File: src/rtl/axil_rd_arbiter_pkg.sv
// Shared definitions for the AXI4-lite read arbiter: FSM states, AXI response
// codes and the round-robin pointer advance.
package axil_rd_arbiter_pkg;

    typedef enum logic [1:0] {
        ST_IDLE = 2'd0,
        ST_ADDR = 2'd1,
        ST_RESP = 2'd2
    } arb_state_t;

    localparam logic [1:0] RESP_OKAY   = 2'b00;
    localparam logic [1:0] RESP_EXOKAY = 2'b01;
    localparam logic [1:0] RESP_SLVERR = 2'b10;
    localparam logic [1:0] RESP_DECERR = 2'b11;

    // Next pointer after serving idx, wrapping so values >= count never appear.
    function automatic int rr_next(input int idx, input int count);
        return (idx + 1 >= count) ? 0 : idx + 1;
    endfunction

endpackage

File: src/rtl/axil_rd_arbiter_if.sv
// AXI4-lite read channel bundle, vectorised over PORTS lanes (lane i at slice i).
interface axil_rd_arbiter_if #(
    parameter int PORTS      = 1,
    parameter int DATA_WIDTH = 32,
    parameter int ADDR_WIDTH = 32
);
    logic [PORTS*ADDR_WIDTH-1:0] araddr;
    logic [PORTS*3-1:0]          arprot;
    logic [PORTS-1:0]            arvalid;
    logic [PORTS-1:0]            arready;
    logic [PORTS*DATA_WIDTH-1:0] rdata;
    logic [PORTS*2-1:0]          rresp;
    logic [PORTS-1:0]            rvalid;
    logic [PORTS-1:0]            rready;

    modport master (
        output araddr, arprot, arvalid, rready,
        input  arready, rdata, rresp, rvalid
    );

    modport slave (
        input  araddr, arprot, arvalid, rready,
        output arready, rdata, rresp, rvalid
    );
endinterface

File: src/rtl/axil_rr_select.sv
// Combinational round-robin selector: first asserted request at or above ptr,
// wrapping from S_COUNT-1 back to 0.
module axil_rr_select #(
    parameter int S_COUNT   = 4,
    parameter int SEL_WIDTH = $clog2(S_COUNT)
) (
    input  logic [S_COUNT-1:0]   req,
    input  logic [SEL_WIDTH-1:0] ptr,
    output logic                 valid,
    output logic [SEL_WIDTH-1:0] index,
    output logic [S_COUNT-1:0]   grant
);

    int                   idx;
    logic [SEL_WIDTH-1:0] cand;

    always_comb begin
        valid = 1'b0;
        index = '0;
        grant = '0;
        idx   = 0;
        cand  = '0;
        for (int i = 0; i < S_COUNT; i++) begin
            idx = int'(ptr) + i;
            if (idx >= S_COUNT) idx = idx - S_COUNT;
            cand = SEL_WIDTH'(idx);
            if (!valid && req[cand]) begin
                valid       = 1'b1;
                index       = cand;
                grant[cand] = 1'b1;
            end
        end
    end

endmodule

File: src/rtl/axil_rd_arbiter.sv
// Round-robin arbiter sharing one AXI4-lite read master among S_COUNT requesters,
// with a single outstanding read whose response is steered back to its owner.
import axil_rd_arbiter_pkg::*;

module axil_rd_arbiter #(
    parameter int S_COUNT    = 4,
    parameter int DATA_WIDTH = 32,
    parameter int ADDR_WIDTH = 32,
    parameter int SEL_WIDTH  = $clog2(S_COUNT)
) (
    input logic                clk,
    input logic                rst_n,
    axil_rd_arbiter_if.slave   s_axil,
    axil_rd_arbiter_if.master  m_axil
);

    arb_state_t             state;
    arb_state_t             state_next;
    logic [SEL_WIDTH-1:0]   grant_idx;
    logic [SEL_WIDTH-1:0]   rr_ptr;
    logic [ADDR_WIDTH-1:0]  araddr_q;
    logic [2:0]             arprot_q;

    logic                   sel_valid;
    logic [SEL_WIDTH-1:0]   sel_index;
    logic [S_COUNT-1:0]     sel_grant;

    logic [S_COUNT-1:0]     arready;
    logic [S_COUNT-1:0]     rvalid;
    logic                   arvalid;
    logic                   rready;
    logic [DATA_WIDTH-1:0]  rdata_in;

    axil_rr_select #(
        .S_COUNT   (S_COUNT),
        .SEL_WIDTH (SEL_WIDTH)
    ) u_select (
        .req   (s_axil.arvalid),
        .ptr   (rr_ptr),
        .valid (sel_valid),
        .index (sel_index),
        .grant (sel_grant)
    );

    always_ff @(posedge clk) begin
        if (!rst_n) begin
            state     <= ST_IDLE;
            grant_idx <= '0;
            rr_ptr    <= '0;
            araddr_q  <= '0;
            arprot_q  <= '0;
        end else begin
            state <= state_next;
            if (state == ST_IDLE && sel_valid) begin
                grant_idx <= sel_index;
                araddr_q  <= s_axil.araddr[sel_index*ADDR_WIDTH +: ADDR_WIDTH];
                arprot_q  <= s_axil.arprot[sel_index*3 +: 3];
            end
            if (state == ST_RESP && m_axil.rvalid[0] && rready) begin
                rr_ptr <= SEL_WIDTH'(rr_next(int'(grant_idx), S_COUNT));
            end
        end
    end

    // AR is only accepted in IDLE, so the granted port cannot change under a live read.
    always_comb begin
        state_next = state;
        arready    = '0;
        rvalid     = '0;
        arvalid    = 1'b0;
        rready     = 1'b0;
        case (state)
            ST_IDLE: begin
                if (sel_valid) begin
                    arready    = sel_grant;
                    state_next = ST_ADDR;
                end
            end
            ST_ADDR: begin
                arvalid = 1'b1;
                if (m_axil.arready[0]) state_next = ST_RESP;
            end
            ST_RESP: begin
                rvalid[grant_idx] = m_axil.rvalid[0];
                rready            = s_axil.rready[grant_idx];
                if (m_axil.rvalid[0] && s_axil.rready[grant_idx]) state_next = ST_IDLE;
            end
            default: state_next = ST_IDLE;
        endcase
    end

    assign rdata_in       = m_axil.rdata;
    assign s_axil.arready = arready;
    assign s_axil.rvalid  = rvalid;
    assign s_axil.rdata   = {S_COUNT{rdata_in}};
    assign s_axil.rresp   = {S_COUNT{m_axil.rresp}};
    assign m_axil.araddr  = araddr_q;
    assign m_axil.arprot  = arprot_q;
    assign m_axil.arvalid = arvalid;
    assign m_axil.rready  = rready;

endmodule

File: src/flat_wrapper.sv
// flat-port wrapper written by rule: the top's interface ports become plain ports
module axil_rd_arbiter_flat 
#(
    parameter int S_COUNT    = 4,
    parameter int DATA_WIDTH = 32,
    parameter int ADDR_WIDTH = 32,
    parameter int SEL_WIDTH  = $clog2(S_COUNT)
)
  (clk, rst_n, s_axil_araddr, s_axil_arprot, s_axil_arvalid, s_axil_rready, s_axil_arready, s_axil_rdata, s_axil_rresp, s_axil_rvalid, m_axil_araddr, m_axil_arprot, m_axil_arvalid, m_axil_rready, m_axil_arready, m_axil_rdata, m_axil_rresp, m_axil_rvalid);
  axil_rd_arbiter_if #(.PORTS(4), .DATA_WIDTH(DATA_WIDTH), .ADDR_WIDTH(ADDR_WIDTH)) s_axil_i ();
  axil_rd_arbiter_if #(.PORTS(1), .DATA_WIDTH(DATA_WIDTH), .ADDR_WIDTH(ADDR_WIDTH)) m_axil_i ();
  input logic clk;
  input logic rst_n;
  input wire logic [$bits(s_axil_i.araddr)-1:0] s_axil_araddr;
  input wire logic [$bits(s_axil_i.arprot)-1:0] s_axil_arprot;
  input wire logic [$bits(s_axil_i.arvalid)-1:0] s_axil_arvalid;
  input wire logic [$bits(s_axil_i.rready)-1:0] s_axil_rready;
  output wire logic [$bits(s_axil_i.arready)-1:0] s_axil_arready;
  output wire logic [$bits(s_axil_i.rdata)-1:0] s_axil_rdata;
  output wire logic [$bits(s_axil_i.rresp)-1:0] s_axil_rresp;
  output wire logic [$bits(s_axil_i.rvalid)-1:0] s_axil_rvalid;
  output wire logic [$bits(m_axil_i.araddr)-1:0] m_axil_araddr;
  output wire logic [$bits(m_axil_i.arprot)-1:0] m_axil_arprot;
  output wire logic [$bits(m_axil_i.arvalid)-1:0] m_axil_arvalid;
  output wire logic [$bits(m_axil_i.rready)-1:0] m_axil_rready;
  input wire logic [$bits(m_axil_i.arready)-1:0] m_axil_arready;
  input wire logic [$bits(m_axil_i.rdata)-1:0] m_axil_rdata;
  input wire logic [$bits(m_axil_i.rresp)-1:0] m_axil_rresp;
  input wire logic [$bits(m_axil_i.rvalid)-1:0] m_axil_rvalid;
  assign s_axil_i.araddr = s_axil_araddr;
  assign s_axil_i.arprot = s_axil_arprot;
  assign s_axil_i.arvalid = s_axil_arvalid;
  assign s_axil_i.rready = s_axil_rready;
  assign s_axil_arready = s_axil_i.arready;
  assign s_axil_rdata = s_axil_i.rdata;
  assign s_axil_rresp = s_axil_i.rresp;
  assign s_axil_rvalid = s_axil_i.rvalid;
  assign m_axil_araddr = m_axil_i.araddr;
  assign m_axil_arprot = m_axil_i.arprot;
  assign m_axil_arvalid = m_axil_i.arvalid;
  assign m_axil_rready = m_axil_i.rready;
  assign m_axil_i.arready = m_axil_arready;
  assign m_axil_i.rdata = m_axil_rdata;
  assign m_axil_i.rresp = m_axil_rresp;
  assign m_axil_i.rvalid = m_axil_rvalid;
  axil_rd_arbiter #(.S_COUNT(S_COUNT), .DATA_WIDTH(DATA_WIDTH), .ADDR_WIDTH(ADDR_WIDTH), .SEL_WIDTH(SEL_WIDTH)) u_core (.clk(clk), .rst_n(rst_n), .s_axil(s_axil_i), .m_axil(m_axil_i));
endmodule
File: config.mk
export PLATFORM = sky130hd
export DESIGN_NAME = axil_rd_arbiter_flat
export DESIGN_NICKNAME = d
export VERILOG_FILES = /design/src/rtl/axil_rd_arbiter_pkg.sv /design/src/rtl/axil_rd_arbiter_if.sv /design/src/rtl/axil_rr_select.sv /design/src/rtl/axil_rd_arbiter.sv /design/src/flat_wrapper.sv
export SDC_FILE = /design/constraint.sdc
export NUM_CORES = 1
export LEC_CHECK = 0
export BUFFER_PORTS_ARGS = -buffer_cell sky130_fd_sc_hd__buf_2
export CAP_MARGIN = 20
export CELL_PAD_IN_SITES_DETAIL_PLACEMENT = 1
export CELL_PAD_IN_SITES_GLOBAL_PLACEMENT = 1
export CORE_AREA = 4 4 142 144
export DETAILED_ROUTE_END_ITERATION = 10
export DIE_AREA = 0 0 146 148
export GPL_TIMING_DRIVEN = 0
export PLACE_DENSITY = 0.8
export REMOVE_ABC_BUFFERS = 1
export SLEW_MARGIN = 20
export SYNTH_ARGS = -nofsm -noshare
export SYNTH_HDL_FRONTEND = slang
export SYNTH_SLANG_ARGS = --single-unit
File: constraint.sdc
create_clock -name clk -period 8.8 [get_ports clk]
set_clock_uncertainty 0.1 [all_clocks]
set_input_delay 0.44 -clock clk [delete_from_list [all_inputs] [get_ports clk]]
set_output_delay 0.44 -clock clk [all_outputs]
set_load 0.01 [all_outputs]
==> metrics.md, run 1 <==
| Metric | Value |
|---|---|
| Post-synth EDFFs | 0 |
| Area fraction in compound gates after synthesis | 0.218 |
| Netlist Area Pre-Place | approximately 4400 um^2 |
| Worst path required time | roughly 8.3 ns |
| Rel. slew slack | 0.447 |
| Avg Cell Area, Syn | between 8 and 9 um^2 |
| Share of layout cells above drive strength 1 | 0.485 |
| Final min period | roughly 4.3 ns |
| First-pass GRT wire length | 30500 um |
| Std cell rows | 50 |
| Family with the most delay on the worst path | simple AND/OR/NAND/NOR gates |
| Drt initial violations | approximately 170 |
| Worst-margin pin slew | 0.828 ns |
| GR Util All Layers | 0.197 |
| Vias | a little over 4k |
| Yosys warns | 0 |
| CTS Sinks | 41 |
| Hold Slack | between 0.3 and 0.4 ns |
| Mux contribution to synthesized area | 0.205 |
| Die area | approximately 22000 um^2 |
| Diode count | 0 |
| Largest net degree at the start of global routing | 27 |
| Vias in the first global route | 4240 |
| Area grow syn2layout | 9.78% |
| Maximum vdd ir drop | ~0.059 mV |
| # port buffers | just under 200 |
| CP Max Fanout | 26 |
| Power density cells | 138 nW/um^2 |
| IO Pins | 367 |
| Simple-gate share of the synthesized area | 0.0718 |
| Area share of xor/xnor cells in the synthesized design | 0 |
| H-tree depth | 2 |
| Syn Inst Count | 500 |
| Unique masters post-synth | ~50 |
| CP cell instances | buf_16 -> inv_1 -> ha_1 -> mux4_2 -> nor4_1 -> a221oi_1 -> nor2_1 -> buf_2 |
| Die Y | around 150 um |
| Drc violations | 0 |
| CTS Hold Bufs | 0 |
| Post-CTS Setup Inserts | 0 |
| Uppermost routed layer | met5 |
| Main combinational cell family by area after synthesis | buffers and inverters |
| Grt ovf | 0 |
| Fillers | 2254 |
| Root buf cell | clkbuf_16 |
| Post-CTS sizing | 0 |
| Leak Pwr | 2.11 nW |
| Multi-input logic area | around 2400 um^2 |
| Fin crit share | 0.492 |
| Drt pass-1 iters | 5 |
| Crit path arrival time | between 3 and 4 ns |
| Final core occ | 0.257 |
| CTS clock-pin slew for the worst setup and hold paths | around 0.070 ns |
| Crit. End Element | primary output |
| Top FF cell, synth | dfxtp_1 |
| CTS tree | yes |
| Vias/cell | 5.23 |
| Maxcap violations | 0 |
| Achievable frequency | 231 MHz |
| Flops & latches, synth | 41 |
| Mean routed wirelength per cell | slightly below 30 um |
| Slowest stage cell, crit path | dfxtp_2 |
| Post-synthesis sequential area ratio | 0.188 |
| # nets final | around 740 |
| Final slew viol count | 0 |
| Setup_tns | 0 ns |
| Synth Area in Adders | 0.0343 |
| GP Congestion | 0.802 |
| Setup violators final | 0 |
| CP Class | reg2out |
| Drt total wl | 22500 um |
| Register area | around 820 um^2 |
| DP HPWL | 18500 um |
| Worst-Skew Late Latency | about 0.29 ns |
| HP Class | in2reg |
| CP startpoint kind | register |
| RSZ-0062 raised after global routing | no |
| Worst-case clock buffer depth | 2 |
| Final Hold Fails | 0 |
| CORE AREA | approximately 19000 um^2 |
| Initial Util | 0.234 |
| Chip Width | between 100 and 150 um |
| Routed length on met3 | between 3000 and 4000 um |
| Wire length on met1 | 7680 um |
| Routed Antenna Nets | 0 |
| Initial antenna violation count | 3 |
| Clock buffer count from CTS | 5 |
| Worst Path Buf+Inv | 3 |
| Async S/R FF share, synth | 0 |
| Status | finished clean |
| Slowest stage delay, CP | ~0.67 ns |
| Met2 routed WL | 10000 um |
[metrics by stage]
stage          total power [W]  worst slack [ns]  cells  area [um^2]
2_1_floorplan         0.000348              4.25    329         3150
3_3_place_gp          0.000449              1.40    759         4430
3_5_place_dp          0.000472              4.52    766         4650
4_1_cts               0.000678              4.44    774         4800
5_1_grt               0.000706              4.24    774         4800
6_report              0.000663              4.47    774         4800
[report_power, final]
group / internal [W] / switching [W] / total, W
registers: 0.000209 / 0.0000134 / 0.000222
clock network: 0.000113 / 0.0000848 / 0.000198
logic: 0.000117 / 0.000125 / 0.000242
total: 0.000439 / 0.000224 / 0.000663
[layout make-up]
cell class | instances | share of cell area
clock buffers | 6 | 0.0289
flip-flops and latches | 41 | 0.171
inverters | 5 | 0.00391
well taps | 234 | 0.0610
repair buffers | 203 | 0.241
multi-input cells | 283 | 0.491
clock inverters | 2 | 0.00287
[registers in the layout, summed over array words and instances, names as in the netlist]
name and count:
u_core.rr_ptr 2, u_core.m_axil.arprot 3, u_core.state 2, u_core.grant_idx 2
u_core.m_axil.araddr 32
[Yosys cell counts, types with 6 or more instances]
cell type	n	area [um^2]
a211oi_1	10	75.1
o21ai_1	18	90.1
a21oi_1	13	65.1
a22oi_1	16	120
clkbuf_1	24	90.1
o21ai_0	18	90.1
mux2i_1	40	400
ha_1	12	150
a2bb2oi_1	24	210
nor2b_1	6	37.5
nor2_1	12	45.0
nor3_1	10	50.1
mux2_2	35	394
dfxtp_1	41	821
buf_4	136	1020
nand2_1	12	45.0
a222oi_1	14	140
[cell usage in the layout, fill, tap and decap left out, drive strengths merged, types with 5 or more instances in the layout]
master	Yosys	final
buf	147	203
dfxtp	41	41
mux2i	40	40
mux2	36	36
o21ai	36	36
a2bb2oi	24	24
a22oi	16	16
a222oi	14	14
a21oi	14	14
nor2	13	13
nand2	12	12
ha	12	12
a211oi	11	11
nor3	10	10
nor2b	7	7
clkbuf	24	6
inv	5	5
and2	5	5
[metal layers]
metal	up-vias	global-route usage
li1	1778	-
met1	1919	0.187
met3	44	0.137
met2	295	0.310
met5	-	0.0750
met4	10	0.109
[path summary, 6_finish.rpt]
kind | slack, ns | depth (start not counted) | end | startpoint
worst max-delay path | 4.47 | 8 | s_axil_arready[1] | u_core.rr_ptr[0]
worst min-delay path | 0.31 | 3 | u_core.m_axil.araddr[21] | s_axil_araddr[53]
worst max register to register | 4.64 | 9 | u_core.m_axil.araddr[9] | u_core.rr_ptr[0]
worst min register to register | 0.37 | 2 | u_core.m_axil.araddr[15] | u_core.m_axil.araddr[15]
[worst register-to-register path: stages, from the launching register on]
cell and delay (ns):
dfxtp_2 0.67, buf_16 0.25, inv_1 0.20, ha_1 0.59
nand2b_1 0.16, a21oi_1 0.09, o32ai_4 0.66, nand3_2 0.70
a311o_1 0.53, o221ai_1 0.14
[kinds of logic (layout without fill, tap and decap cells)]
group           Yosys count  count (layout)
compound gates          131             131
simple gates             60              60
buf+inv                 176             216
flops                    41              41
mux                      80              80
fa+ha+maj                12              12
Note: power is estimated with default switching activity, not from simulation.
==> run 2: changes to the inputs <==
- clock period: 8.8 -> 4.35 ns (I/O delays scaled with it)
==> run 2 against run 1 <==
  * Total power grew 100%
  * Wire length is essentially flat
  * Clock power grew 100%
  * Clock-buffer cell count is the same
  * Combinational power grew 100%
  * Final cell count is the same
  * First-iteration DRC count grew 20%
  * Highest routed layer unchanged
  * Final area grew 0.16%
  * Largest cell class unchanged
  * Critical path depth is the same
==> metrics.md, run 2 (synthesized netlist as in run 1, its figures left out) <==
| Metric | Value |
|---|---|
| Status | finished clean |
| Largest register FFs | 32 |
| Clock buffer count from CTS | 5 |
| Achievable frequency | about 240 MHz |
| Final Hold Fails | 0 |
| Drt pass-1 iters | 4 |
| P_sw | roughly 0.00045 W |
| Combinational power share | 0.366 |
| Final core occ | 0.257 |
| R2R Path Start | u_core.rr_ptr[0] |
| CTS Hold Bufs | 0 |
| Vias in the first global route | 4240 |
| Hold Path Cell Cnt | 3 |
| Largest net degree at the start of global routing | 27 |
| Leak Pwr | about 2.1 nW |
| Most frequent cells in the layout | buf_2, mux2i_1, dfxtp_1 |
| Mean routed wirelength per cell | between 20 and 30 um |
| GP Congestion | approximately 0.80 |
| DP HPWL | roughly 19000 um |
| Worst-Skew Late Latency | ~0.29 ns |
| Drc violations | 0 |
| FF-to-FF setup slack | roughly 0.34 ns |
| Worst-case clock buffer depth | 2 |
| H-tree depth | 2 |
| Area grow syn2layout | 9.95% |
| Root buf cell | clkbuf_16 |
| Die Y | 148 um |
| Power density cells | 279 nW/um^2 |
| RR Endpoint | u_core.m_axil.araddr[5] |
| CTS clock-pin slew for the worst setup and hold paths | around 0.070 ns |
| Reg2reg path depth | 10 |
| Final Cell Area | roughly 4800 um^2 |
| Fin crit share | 0.949 |
| Worst Hold End | u_core.m_axil.araddr[21] |
| Die area | 21600 um^2 |
| Drt initial violations | 202 |
| Diode count | 0 |
| Crit. End Element | primary output |
| CP Max Fanout | 26 |
| Sw Share | 0.338 |
| Worst path required time | 4.03 ns |
| Setup violators final | 0 |
| Vias | 4053 |
| Routed Antenna Nets | 0 |
| Most common cell after layout, fill and taps aside | buf_2 |
| Final slew viol count | 0 |
| Setup_tns | 0 ns |
| CTS Sinks | 41 |
| Total power | about 0.0013 W |
| Chip Width | ~150 um |
| DP Area | roughly 4600 um^2 |
| Drt total wl | between 20000 and 25000 um |
| CP Class | reg2out |
| RSZ-0062 raised after global routing | no |
| Crit path arrival time | approximately 3.8 ns |
| Std cell rows | 50 |
| Worst-margin pin slew | 0.831 ns |
| First-pass GRT wire length | 30500 um |
| Hold Slack | about 0.087 ns |
| Post-CTS Setup Inserts | 0 |
| Int Pwr | approximately 0.00089 W |
| # port buffers | 196 |
| Hold wc startpoint | s_axil_araddr[53] |
| Final min period | ~4.1 ns |
| Clock power share | 0.299 |
| GR Util All Layers | 0.197 |
| Vias/cell | 5.24 |
| Maxcap violations | 0 |
| Share of layout cells above drive strength 1 | 0.485 |
| Grt ovf | 0 |
| Maximum vdd ir drop | between 0.1 and 0.15 mV |
| # nets final | around 740 |
| Sequential Power Share | 0.336 |
| Initial antenna violation count | 3 |
| CORE AREA | 18700 um^2 |
| IO Pins | approximately 370 |
| CTS tree | yes |
| HP Class | in2reg |
| Initial Util | 0.234 |
| CP startpoint kind | register |
| Rel. slew slack | 0.445 |
[run 2: cell types whose count changed in the layout (fill, tap and decap cells not counted)]
cell / before / now
nand3_4: 0 / 1
nand3_2: 1 / 0
[run 2: how the worst max path moves through the flow]
stage | cells past startpoint | startpoint | slack, ns | end
3_5_place_dp | 9 | u_core.rr_ptr[0] | 0.07 | u_core.m_axil.araddr[9]
6_report | 8 | u_core.rr_ptr[0] | 0.22 | s_axil_arready[1]
3_3_place_gp | 8 | u_core.rr_ptr[0] | -3.05 | u_core.m_axil.araddr[9]
4_1_cts | 9 | u_core.rr_ptr[0] | 0.06 | u_core.m_axil.araddr[9]
2_1_floorplan | 8 | u_core.rr_ptr[0] | -0.20 | u_core.m_axil.araddr[9]
5_1_grt | 8 | u_core.rr_ptr[0] | 0.02 | s_axil_arready[2]
[run 2: what timing repair did]
item                                    CTS  global route
gates resized for setup                   0             1
endpoints found under the setup margin    0             1
endpoints found under the hold margin     0             0
[run 2: final cells by class]
cell class                      count  area [um^2]
Tap cell                          234          293
Clock buffer                        6          139
Timing Repair Buffer              203         1160
Sequential cell                    41          822
Fill cell                        2254        13900
Clock inverter                      2         13.8
Inverter                            5         18.8
Multi-Input combinational cell    283         2370
[run 2: critical path, cell delays in order, from the launching register on]
cell and delay [ns]:
dfxtp_2 0.68, buf_16 0.25, inv_1 0.19, ha_1 0.60, mux4_2 0.67, nor4_1 0.66
a221oi_1 0.19, nor2_1 0.12, buf_2 0.16
[run 2: per-layer routing]
| layer | up-vias | GRT usage | routed length, um |
|---|---|---|---|
| li1 | 1779 | - | - |
| met1 | 1918 | 0.187 | 7590 |
| met2 | 302 | 0.310 | 10100 |
| met3 | 44 | 0.137 | 3240 |
| met4 | 10 | 0.109 | 1360 |
| met5 | - | 0.0750 | 206 |
[run 2: power by group through the flow]
stage / logic (W) / registers [W] / clock network [W]
final: 0.000490 / 0.000450 / 0.000400
after global routing: 0.000534 / 0.000457 / 0.000438
after CTS: 0.000497 / 0.000450 / 0.000424
after detailed placement: 0.000496 / 0.000459 / 0
after global placement: 0.000451 / 0.000457 / 0
after floorplan: 0.000228 / 0.000477 / 0
[run 2: stage by stage]
stage | cells | worst slack, ns
2_1_floorplan | 329 | -0.202
3_3_place_gp | 759 | -3.05
3_5_place_dp | 766 | 0.0663
4_1_cts | 774 | 0.0555
5_1_grt | 774 | 0.0158
6_report | 774 | 0.222
==> run 3: changes to the inputs <==
- SETUP_SLACK_MARGIN: not set -> 0.3
==> run 3 against run 2 <==
  * Critical path depth rose by 2
  * Largest cell class unchanged
  * Via count hardly changed
  * Final cell count is the same
  * Sequential share of layout area is essentially flat
  * Worst hold slack better by 0.0013 ns
  * Wire length hardly changed
  * Setup slack better by 0.37 ns
  * First-iteration DRC count shrank 15%
==> metrics.md, run 3 (synthesized netlist as in run 1, its figures left out) <==
| Metric | Value |
|---|---|
| Status | finished clean |
| GR Util All Layers | 0.197 |
| CTS Hold Bufs | 0 |
| Drt initial violations | ~170 |
| Worst-case clock buffer depth | 2 |
| CP Max Fanout | 26 |
| Worst-margin pin slew | between 0.8 and 0.9 ns |
| Share of layout cells above drive strength 1 | 0.489 |
| IO Pins | roughly 370 |
| H-tree depth | 2 |
| Worst Hold End | u_core.m_axil.araddr[21] |
| Fin crit share | 0.863 |
| Clock buffer count from CTS | 5 |
| CTS tree | yes |
| Worst path required time | 4.41 ns |
| Vias in the first global route | between 4k and 5k |
| Reg2reg path depth | 10 |
| Rel. slew slack | 0.447 |
| Final worst slack | 0.594 ns |
| Final slew viol count | 0 |
| Setup violators final | 0 |
| Vias/cell | 5.24 |
| Largest register FFs | 32 |
| Grt ovf | 0 |
| Initial Util | 0.234 |
| Setup_tns | 0 ns |
| Initial antenna violation count | 3 |
| Diode count | 0 |
| Dpl ws | about 0.066 ns |
| R2R Path Start | u_core.rr_ptr[0] |
| Routed Antenna Nets | 0 |
| Area grow syn2layout | 10.2% |
| Std cell rows | 50 |
| Hold Slack | roughly 0.089 ns |
| Maximum vdd ir drop | approximately 0.12 mV |
| Die Y | ~150 um |
| Die area | between 20000 and 25000 um^2 |
| RSZ-0062 raised after global routing | no |
| Crit. End Element | register |
| FF-to-FF setup slack | ~0.59 ns |
| CP startpoint kind | register |
| Chip Width | around 150 um |
| Post-CTS sizing | 3 |
| Final min period | approximately 3.8 ns |
| Final Hold Fails | 0 |
| GP Congestion | about 0.8 |
| Maxcap violations | 0 |
| Largest net degree at the start of global routing | 27 |
| Total power | ~0.0013 W |
| Most frequent cells in the layout | buf_2, mux2i_1, dfxtp_1 |
| Final core occ | 0.258 |
| CTS Sinks | between 40 and 50 |
| Hold Path Cell Cnt | 3 |
| Mean routed wirelength per cell | roughly 29 um |
| Power density cells | between 200 and 300 nW/um^2 |
| Crit path arrival time | 3.81 ns |
| RR Endpoint | u_core.m_axil.araddr[5] |
| Hold wc startpoint | s_axil_araddr[53] |
| CP Class | reg2reg |
| # port buffers | approximately 200 |
| Root buf cell | clkbuf_16 |
| Post-CTS Setup Inserts | 0 |
| Drt total wl | between 20000 and 25000 um |
| CTS clock-pin slew for the worst setup and hold paths | roughly 0.07 ns |
| Drt pass-1 iters | 7 |
| Vias | 4054 |
| CORE AREA | roughly 19000 um^2 |
| HP Class | in2reg |
| DP HPWL | roughly 19000 um |
| Most common cell after layout, fill and taps aside | buf_2 |
| Worst-Skew Late Latency | ~0.29 ns |
| Drc violations | 0 |
| # nets final | between 700 and 800 |
| First-pass GRT wire length | 30600 um |
| Achievable frequency | approximately 270 MHz |
| Leak Pwr | 2.11 nW |
## run 3: cell counts in the layout (fill, tap and decap cells not counted)
No cell type changed its count.
## run 3: routing by layer
layer / part of all wire / wire length [um] / track usage
met1: 0.34 / 7650 / 0.187
met2: 0.44 / 9990 / 0.310
met3: 0.15 / 3260 / 0.137
met4: 0.060 / 1360 / 0.109
met5: 0.0092 / 206 / 0.0750
## run 3: per-stage QoR
| stage | cells | area (um^2) |
|---|---|---|
| final | 774 | 4820 |
| after global routing | 774 | 4820 |
| after CTS | 774 | 4820 |
| after detailed placement | 766 | 4650 |
| after global placement | 759 | 4430 |
| after floorplan | 329 | 3150 |
## run 3: final cells by class
cell class / count / area (um^2)
timing repair buffer: 203 / 1160
sequential: 41 / 825
fill: 2253 / 13900
clock buffer: 6 / 139
multi-input combinational: 283 / 2370
inverter: 5 / 18.8
tap: 234 / 293
clock inverter: 2 / 13.8
## run 3: how the worst max path moves through the flow
stage                     startpoint                      end  slack (ns)  cells after the start
floorplan           u_core.rr_ptr[0]  u_core.m_axil.araddr[9]       -0.20                      8
global placement    u_core.rr_ptr[0]  u_core.m_axil.araddr[9]       -3.05                      8
detailed placement  u_core.rr_ptr[0]  u_core.m_axil.araddr[9]        0.07                      9
CTS                 u_core.rr_ptr[0]  u_core.m_axil.araddr[5]        0.47                     10
global route        u_core.rr_ptr[0]  u_core.m_axil.araddr[2]        0.39                     10
finish              u_core.rr_ptr[0]  u_core.m_axil.araddr[5]        0.59                     10
## run 3: worst max-delay path, cell delays in order, from the launching register on
cell and delay, ns:
dfxtp_4 0.54, buf_16 0.23, inv_1 0.19, ha_2 0.52
mux4_2 0.65, nor2b_2 0.33, nor2_4 0.16, buf_16 0.20
mux2_2 0.28, a222oi_1 0.27, o21ai_0 0.13
## run 3: power breakdown
group | switching, W | internal [W]
registers | 0.0000272 | 0.000423
logic | 0.000254 | 0.000237
clock network | 0.000172 | 0.000229
